### config.mk
export PLATFORM = sky130hd
export DESIGN_NAME = eth_verdict
export DESIGN_NICKNAME = d
export VERILOG_FILES = /design/src/rtl/eth_verdict_pkg.sv /design/src/rtl/eth_verdict_tuser_rewrite.sv /design/src/rtl/fallthrough_small_fifo.sv /design/src/rtl/eth_verdict.sv
export SDC_FILE = /design/constraint.sdc
export NUM_CORES = 2
export LEC_CHECK = 0
export BUFFER_PORTS_ARGS = -buffer_cell sky130_fd_sc_hd__buf_2
export CORE_ASPECT_RATIO = 0.9
export CORE_MARGIN = 4
export CORE_UTILIZATION = 55
export CTS_CLUSTER_SIZE = 28
export DETAILED_ROUTE_END_ITERATION = 16
export GPL_ROUTABILITY_DRIVEN = 0
export GPL_TIMING_DRIVEN = 0
export PLACE_DENSITY_LB_ADDON = 0.05
export SLEW_MARGIN = 25
export SYNTH_ARGS = -nofsm -noshare
export SYNTH_HDL_FRONTEND = slang
export SYNTH_SLANG_ARGS = --single-unit
### constraint.sdc
create_clock -name axi_aclk -period 49.9 [get_ports axi_aclk]
set_input_delay 9.98 -clock axi_aclk [delete_from_list [all_inputs] [get_ports axi_aclk]]
set_output_delay 9.98 -clock axi_aclk [all_outputs]
set_load 0.005 [all_outputs]
### src/rtl/eth_verdict_pkg.sv
// eth_verdict_pkg: state encoding, tuser port-byte positions and header constants
// shared by the eth_verdict stage and its sub-modules.
package eth_verdict_pkg;
  typedef enum logic [1:0] {ST_WAIT, ST_SEND_IP, ST_SEND_CPU, ST_DROP} state_e;
  localparam int SRC_PORT_POS_DEF = 16;
  localparam int DST_PORT_POS_DEF = 24;
  localparam logic [7:0] NF_PORT_MASK = 8'h55;
  localparam logic [15:0] ETHTYPE_IPV4 = 16'h0800;
  localparam logic [15:0] ETHTYPE_ARP = 16'h0806;
  // NF ports sit on even one-hot bits; the matching CPU queue is the next bit up
  function automatic logic [7:0] cpu_port(input logic [7:0] sport);
    return (sport & NF_PORT_MASK) << 1;
  endfunction
endpackage

### src/rtl/eth_verdict_tuser_rewrite.sv
// eth_verdict_tuser_rewrite: when en is set, replaces the destination-port byte of
// tuser with the CPU queue paired with the word's own source port.
module eth_verdict_tuser_rewrite
  import eth_verdict_pkg::*;
#(
  parameter int TUSER_W = 128,
  parameter int SRC_POS = SRC_PORT_POS_DEF,
  parameter int DST_POS = DST_PORT_POS_DEF
) (
  input  logic               en,
  input  logic [TUSER_W-1:0] tuser_in,
  output logic [TUSER_W-1:0] tuser_out
);
  always_comb begin
    tuser_out = tuser_in;
    if (en) tuser_out[DST_POS +: 8] = cpu_port(tuser_in[SRC_POS +: 8]);
  end
endmodule

### src/rtl/fallthrough_small_fifo.sv
// fallthrough_small_fifo: small first-word-fall-through FIFO; dout shows the head
// whenever empty is low, rd_en pops it.
module fallthrough_small_fifo #(
  parameter int WIDTH = 72,
  parameter int MAX_DEPTH_BITS = 3
) (
  input  logic             clk,
  input  logic             rst,
  input  logic [WIDTH-1:0] din,
  input  logic             wr_en,
  input  logic             rd_en,
  output logic [WIDTH-1:0] dout,
  output logic             nearly_full,
  output logic             empty
);
  localparam int DEPTH = 1 << MAX_DEPTH_BITS;
  logic [WIDTH-1:0] mem_q [DEPTH];
  logic [MAX_DEPTH_BITS-1:0] wr_ptr_q, wr_ptr_d, rd_ptr_q, rd_ptr_d;
  logic [MAX_DEPTH_BITS:0] count_q, count_d;
  logic wr, rd;
  always_comb begin
    wr = wr_en && count_q != (MAX_DEPTH_BITS+1)'(DEPTH);
    rd = rd_en && !empty;
    wr_ptr_d = wr_ptr_q + MAX_DEPTH_BITS'(wr);
    rd_ptr_d = rd_ptr_q + MAX_DEPTH_BITS'(rd);
    count_d = count_q + (MAX_DEPTH_BITS+1)'(wr) - (MAX_DEPTH_BITS+1)'(rd);
  end
  assign empty = count_q == '0;
  assign nearly_full = count_q >= (MAX_DEPTH_BITS+1)'(DEPTH - 1);
  assign dout = mem_q[rd_ptr_q];
  always_ff @(posedge clk) begin
    wr_ptr_q <= rst ? '0 : wr_ptr_d;
    rd_ptr_q <= rst ? '0 : rd_ptr_d;
    count_q <= rst ? '0 : count_d;
  end
  always_ff @(posedge clk) if (wr) mem_q[wr_ptr_q] <= din;
endmodule

### src/rtl/eth_verdict.sv
// eth_verdict: pairs buffered packets with parser results and drops, punts to CPU or passes
// each one. Define ETH_VERDICT_STATS_EN to add saturating drop/CPU packet counters.
module eth_verdict
  import eth_verdict_pkg::*;
#(
  parameter int C_S_AXIS_TDATA_WIDTH = 256,
  parameter int C_S_AXIS_TUSER_WIDTH = 128,
  parameter int DATA_FIFO_DEPTH_BITS = 3,
  parameter int SRC_PORT_POS = SRC_PORT_POS_DEF,
  parameter int DST_PORT_POS = DST_PORT_POS_DEF
) (
  input  logic                              axi_aclk,
  input  logic                              axi_resetn,
  input  logic [C_S_AXIS_TDATA_WIDTH-1:0]   s_axis_tdata,
  input  logic [C_S_AXIS_TDATA_WIDTH/8-1:0] s_axis_tkeep,
  input  logic [C_S_AXIS_TUSER_WIDTH-1:0]   s_axis_tuser,
  input  logic                              s_axis_tvalid,
  input  logic                              s_axis_tlast,
  output logic                              s_axis_tready,
  input  logic                              i_eth_valid,
  input  logic                              i_is_for_us,
  input  logic                              i_is_bmcast,
  input  logic                              i_is_ipv4,
  output logic                              o_rd_eth,
  output logic [C_S_AXIS_TDATA_WIDTH-1:0]   m_axis_tdata,
  output logic [C_S_AXIS_TDATA_WIDTH/8-1:0] m_axis_tkeep,
  output logic [C_S_AXIS_TUSER_WIDTH-1:0]   m_axis_tuser,
  output logic                              m_axis_tlast,
  output logic                              m_axis_tvalid,
  input  logic                              m_axis_tready
`ifdef ETH_VERDICT_STATS_EN
  ,
  output logic [31:0]                       o_drop_cnt,
  output logic [31:0]                       o_cpu_cnt
`endif
);
  localparam int KEEP_W = C_S_AXIS_TDATA_WIDTH / 8;
  localparam int FIFO_W = C_S_AXIS_TDATA_WIDTH + KEEP_W + C_S_AXIS_TUSER_WIDTH + 1;
  state_e state_q, state_d, verdict;
  logic [FIFO_W-1:0] fifo_dout;
  logic [C_S_AXIS_TUSER_WIDTH-1:0] head_user;
  logic data_empty, nearly_full, fifo_rd, take, out_valid;
  fallthrough_small_fifo #(.WIDTH(FIFO_W), .MAX_DEPTH_BITS(DATA_FIFO_DEPTH_BITS)) data_fifo (
    .clk(axi_aclk),
    .rst(!axi_resetn),
    .din({s_axis_tdata, s_axis_tkeep, s_axis_tuser, s_axis_tlast}),
    .wr_en(s_axis_tvalid && s_axis_tready),
    .rd_en(fifo_rd),
    .dout(fifo_dout),
    .nearly_full(nearly_full),
    .empty(data_empty)
  );
  assign {m_axis_tdata, m_axis_tkeep, head_user, m_axis_tlast} = fifo_dout;
  eth_verdict_tuser_rewrite #(
    .TUSER_W(C_S_AXIS_TUSER_WIDTH), .SRC_POS(SRC_PORT_POS), .DST_POS(DST_PORT_POS)
  ) tuser_rewrite (
    .en(state_q == ST_SEND_CPU),
    .tuser_in(head_user),
    .tuser_out(m_axis_tuser)
  );
  // A verdict is only consumed once its packet's first word is buffered, keeping pairing in order
  always_comb begin
    verdict = !i_is_for_us ? ST_DROP : (i_is_bmcast || !i_is_ipv4) ? ST_SEND_CPU : ST_SEND_IP;
    take = state_q == ST_WAIT && !data_empty && i_eth_valid;
    out_valid = (state_q == ST_SEND_IP || state_q == ST_SEND_CPU) && !data_empty;
    fifo_rd = out_valid ? m_axis_tready : state_q == ST_DROP && !data_empty;
    state_d = take ? verdict : (fifo_rd && m_axis_tlast) ? ST_WAIT : state_q;
  end
  assign o_rd_eth = take && axi_resetn;
  assign m_axis_tvalid = out_valid && axi_resetn;
  assign s_axis_tready = !nearly_full && axi_resetn;
  always_ff @(posedge axi_aclk) state_q <= !axi_resetn ? ST_WAIT : state_d;
`ifdef ETH_VERDICT_STATS_EN
  logic [31:0] drop_cnt_q, drop_cnt_d, cpu_cnt_q, cpu_cnt_d;
  always_comb begin
    drop_cnt_d = drop_cnt_q + 32'(take && verdict == ST_DROP && drop_cnt_q != '1);
    cpu_cnt_d = cpu_cnt_q + 32'(take && verdict == ST_SEND_CPU && cpu_cnt_q != '1);
  end
  always_ff @(posedge axi_aclk) begin
    drop_cnt_q <= !axi_resetn ? '0 : drop_cnt_d;
    cpu_cnt_q <= !axi_resetn ? '0 : cpu_cnt_d;
  end
  assign o_drop_cnt = drop_cnt_q;
  assign o_cpu_cnt = cpu_cnt_q;
`endif
endmodule

==> flow_summary.json <==
{
  "areaGrowthSynthToFinish_pct": 19.3,
  "syn_avg_cell_area_sq_um": 25.6,
  "pin_count": 845,
  "crit_type": "input port to primary output",
  "synth.top_cell.area_share_pct": 79.7,
  "whs_endpoint": "state_q[0]",
  "placedCellCount": 9107,
  "vdd_drop_max_uv": 31.0,
  "worst-slew-pin-transition_ps": 965,
  "core_area_sq_mm": 0.227,
  "hpwl_um": 207000,
  "slew_violations": 0,
  "worstReg2RegEnd": "data_fifo.mem_q[0][294]",
  "cts_tree": "done",
  "critPathLaunchType": "input port",
  "postCtsSetupRepairBufs": 0,
  "initial_core_util_pct": 55.3,
  "synth.cell_area_sq_mm": 0.126,
  "synth.mux.area_fraction_pct": 18.7,
  "clock-root-buffer": "clkbuf_16",
  "rsz0062_at_grt": "false",
  "power_density_mw_per_mm2": 42.6,
  "drive_gt1_share_pct": 44.8,
  "rr_worst_depth": 18,
  "synth_seq_cells": 3348,
  "clock_latency_ps": 930,
  "cts-resized-gates": 0,
  "stdcell_area_sq_mm": 0.150,
  "p_int_uw": 4970,
  "dp_slack_ps": 29190,
  "seq_area_frac_synth_pct": 79.8,
  "synth-xor-area-share_pct": 0.0279,
  "yosysUniqueCellTypes": 30,
  "ys_warn_count": 0,
  "numCtsBuffers": 343,
  "status": "complete, no violations",
  "synth_edf_count": 3336,
  "synth-adder-area-share_pct": 0.155,
  "p_leak_uw": 0.0480,
  "fin_setup_tns_ps": 0,
  "wl_per_cell_um": 30.6,
  "htreeDepth": 5,
  "reg2reg_slack_ps": 45350,
  "fin_crit_ps": 20730,
  "fmax_ghz": 0.0482,
  "cap_violations": 0,
  "reg2reg_from": "data_fifo.count_q[2]",
  "fp.dieW_um": 512,
  "fin_ws_ps": 29170,
  "cp_max_fo": 8,
  "power_frac_comb_pct": 12.5,
  "fin_cells": 9773,
  "drcViolationCount": 0,
  "cts_buffer_depth": 4,
  "synth_top_family_by_area": "multiplexers",
  "fp.dieH_um": 462,
  "netlist_top_cells_area": "edfxtp_1 (80%), mux4_2 (15%), mux2_2 (3.7%)",
  "syn_nets": 5361,
  "n_fill_cell": 14664,
  "synth_top_area_cell": "edfxtp_1",
  "placed_area_sq_mm": 0.139,
  "cp_data_required_time_ps": 39920,
  "postSynthCellCount": 4921,
  "final_cell_mix": "edfxtp_1 (3336), buf_2 (928), mux4_2 (834)",
  "p_sw_share_pct": 22.3,
  "drt-pass1-iter-count": 7,
  "drt_iter0_markers": 5842,
  "overflow": 0,
  "setup.worst_path.end_class": "primary output",
  "via_per_inst": 5.94,
  "wl_um": 299000,
  "ys.flop_type": "edfxtp_1",
  "antenna_found_initial": 160,
  "synth-simple-area-share_pct": 0.177,
  "synth_compound_area_share_pct": 0.0497,
  "setup_viol": 0,
  "port_buffers": 844,
  "clock_power_share_pct": 37.7,
  "critPathArrivalTime_ps": 10750,
  "cts_sinks": 3348,
  "hold_path_depth": 2,
  "grt_max_degree": 21,
  "hold_violations": 0,
  "async_reset_ff_share_pct": 0,
  "skew_ps": 36.3,
  "period_share_pct": 41.5,
  "final_common_cell": "edfxtp_1",
  "grt_pass1_wl_um": 429000,
  "cts.clk_slew.worst_paths_ps": 60,
  "final_antenna_net_count": 0,
  "p_sw_uw": 1430,
  "hp-start": "state_q[0]",
  "grt_pass1_vias": 59429,
  "die-area_sq_mm": 0.236,
  "grt_usage_pct": 25.4,
  "seqPwrFrac_pct": 49.8,
  "postLayoutCoreUtil_pct": 66.0,
  "finish.net_count": 6868,
  "cp-startpoint": "axi_resetn",
  "num_rows": 166,
  "cts-hold-fix-buffers": 0,
  "max_slew_margin_pct": 35.7,
  "vias": 58051,
  "hp-class": "register to register"
}
-- power groups by stage --
stage          Combinational [uW]  Clock (uW)  Sequential, uW
4_1_cts                       822        2460            3180
3_5_place_dp                  818           0            3240
2_1_floorplan                 471           0            3310
5_1_grt                       865        2580            3180
3_3_place_gp                  784           0            3400
6_report                      802        2410            3180
-- worst max path at each step --
stage / endpoint / slack (ps) / cells after the start
3_3_place_gp: data_fifo.mem_q[0][294] / -21280 / 5
4_1_cts: o_rd_eth / 29190 / 4
5_1_grt: o_rd_eth / 29100 / 4
6_report: o_rd_eth / 29170 / 4
2_1_floorplan: data_fifo.mem_q[0][0] / 9720 / 4
3_5_place_dp: o_rd_eth / 29190 / 4
-- cell families (layout without fill, tap and decap cells) --
family | count (synthesis) | in the layout
flops | 3348 | 3348
mux | 1252 | 1252
buf+inv | 246 | 1990
simple gates | 45 | 45
fa+ha+maj | 15 | 15
compound gates | 11 | 11
xor+xnor | 4 | 4
other cells | 0 | 84
-- layer usage --
metal | GRT usage [%] | share of wire (%) | up-vias
met2 | 39.2 | 48 | 2013
met1 | 35.2 | 39 | 30912
met4 | 7.70 | 3.2 | 72
li1 | - | - | 24479
met5 | 0 | 0.16 | -
met3 | 8.11 | 9.5 | 575
-- layout make-up --
cell class	instances	area (sq um)	share of cell area, %
Sequential cell	3348	100000	66.9
Multi-Input combinational cell	1327	24000	16.0
Timing Repair Buffer	1162	9780	6.52
Clock buffer	417	9000	6.00
Tap cell	3024	3780	2.52
Clock inverter	165	1420	0.947
Buffer	233	1310	0.873
Antenna cell	84	210	0.140
Inverter	13	48.8	0.0325
-- Yosys cell counts (5+ instances only) --
library cell	count
edfxtp_1	3336
mux4_2	834
mux2_2	409
buf_2	84
clkbuf_1	80
buf_6	42
buf_1	26
nor2_1	16
ha_1	14
inv_1	13
dfxtp_1	12
mux2i_1	9
nand2_1	9
and2_1	6
o21ai_0	5
-- worst max-delay path: stages --
cell    delay [ps]
buf_2          200
inv_1          230
nor2_1         150
buf_2          180
-- registers in the layout, indices dropped and copies added, names as in the netlist --
name / count
data_fifo.mem_q: 3336
data_fifo.count_q: 4
data_fifo.rd_ptr_q: 3
data_fifo.wr_ptr_q: 3
state_q: 2
-- per-stage QoR --
step / total power [uW] / hold WS, ps
after global placement: 4180 / 506
after global routing: 6630 / 579
final: 6390 / 540
after floorplan: 3790 / 482
after detailed placement: 4060 / 526
after CTS: 6470 / 536
Power figures use the tool's default switching activity.
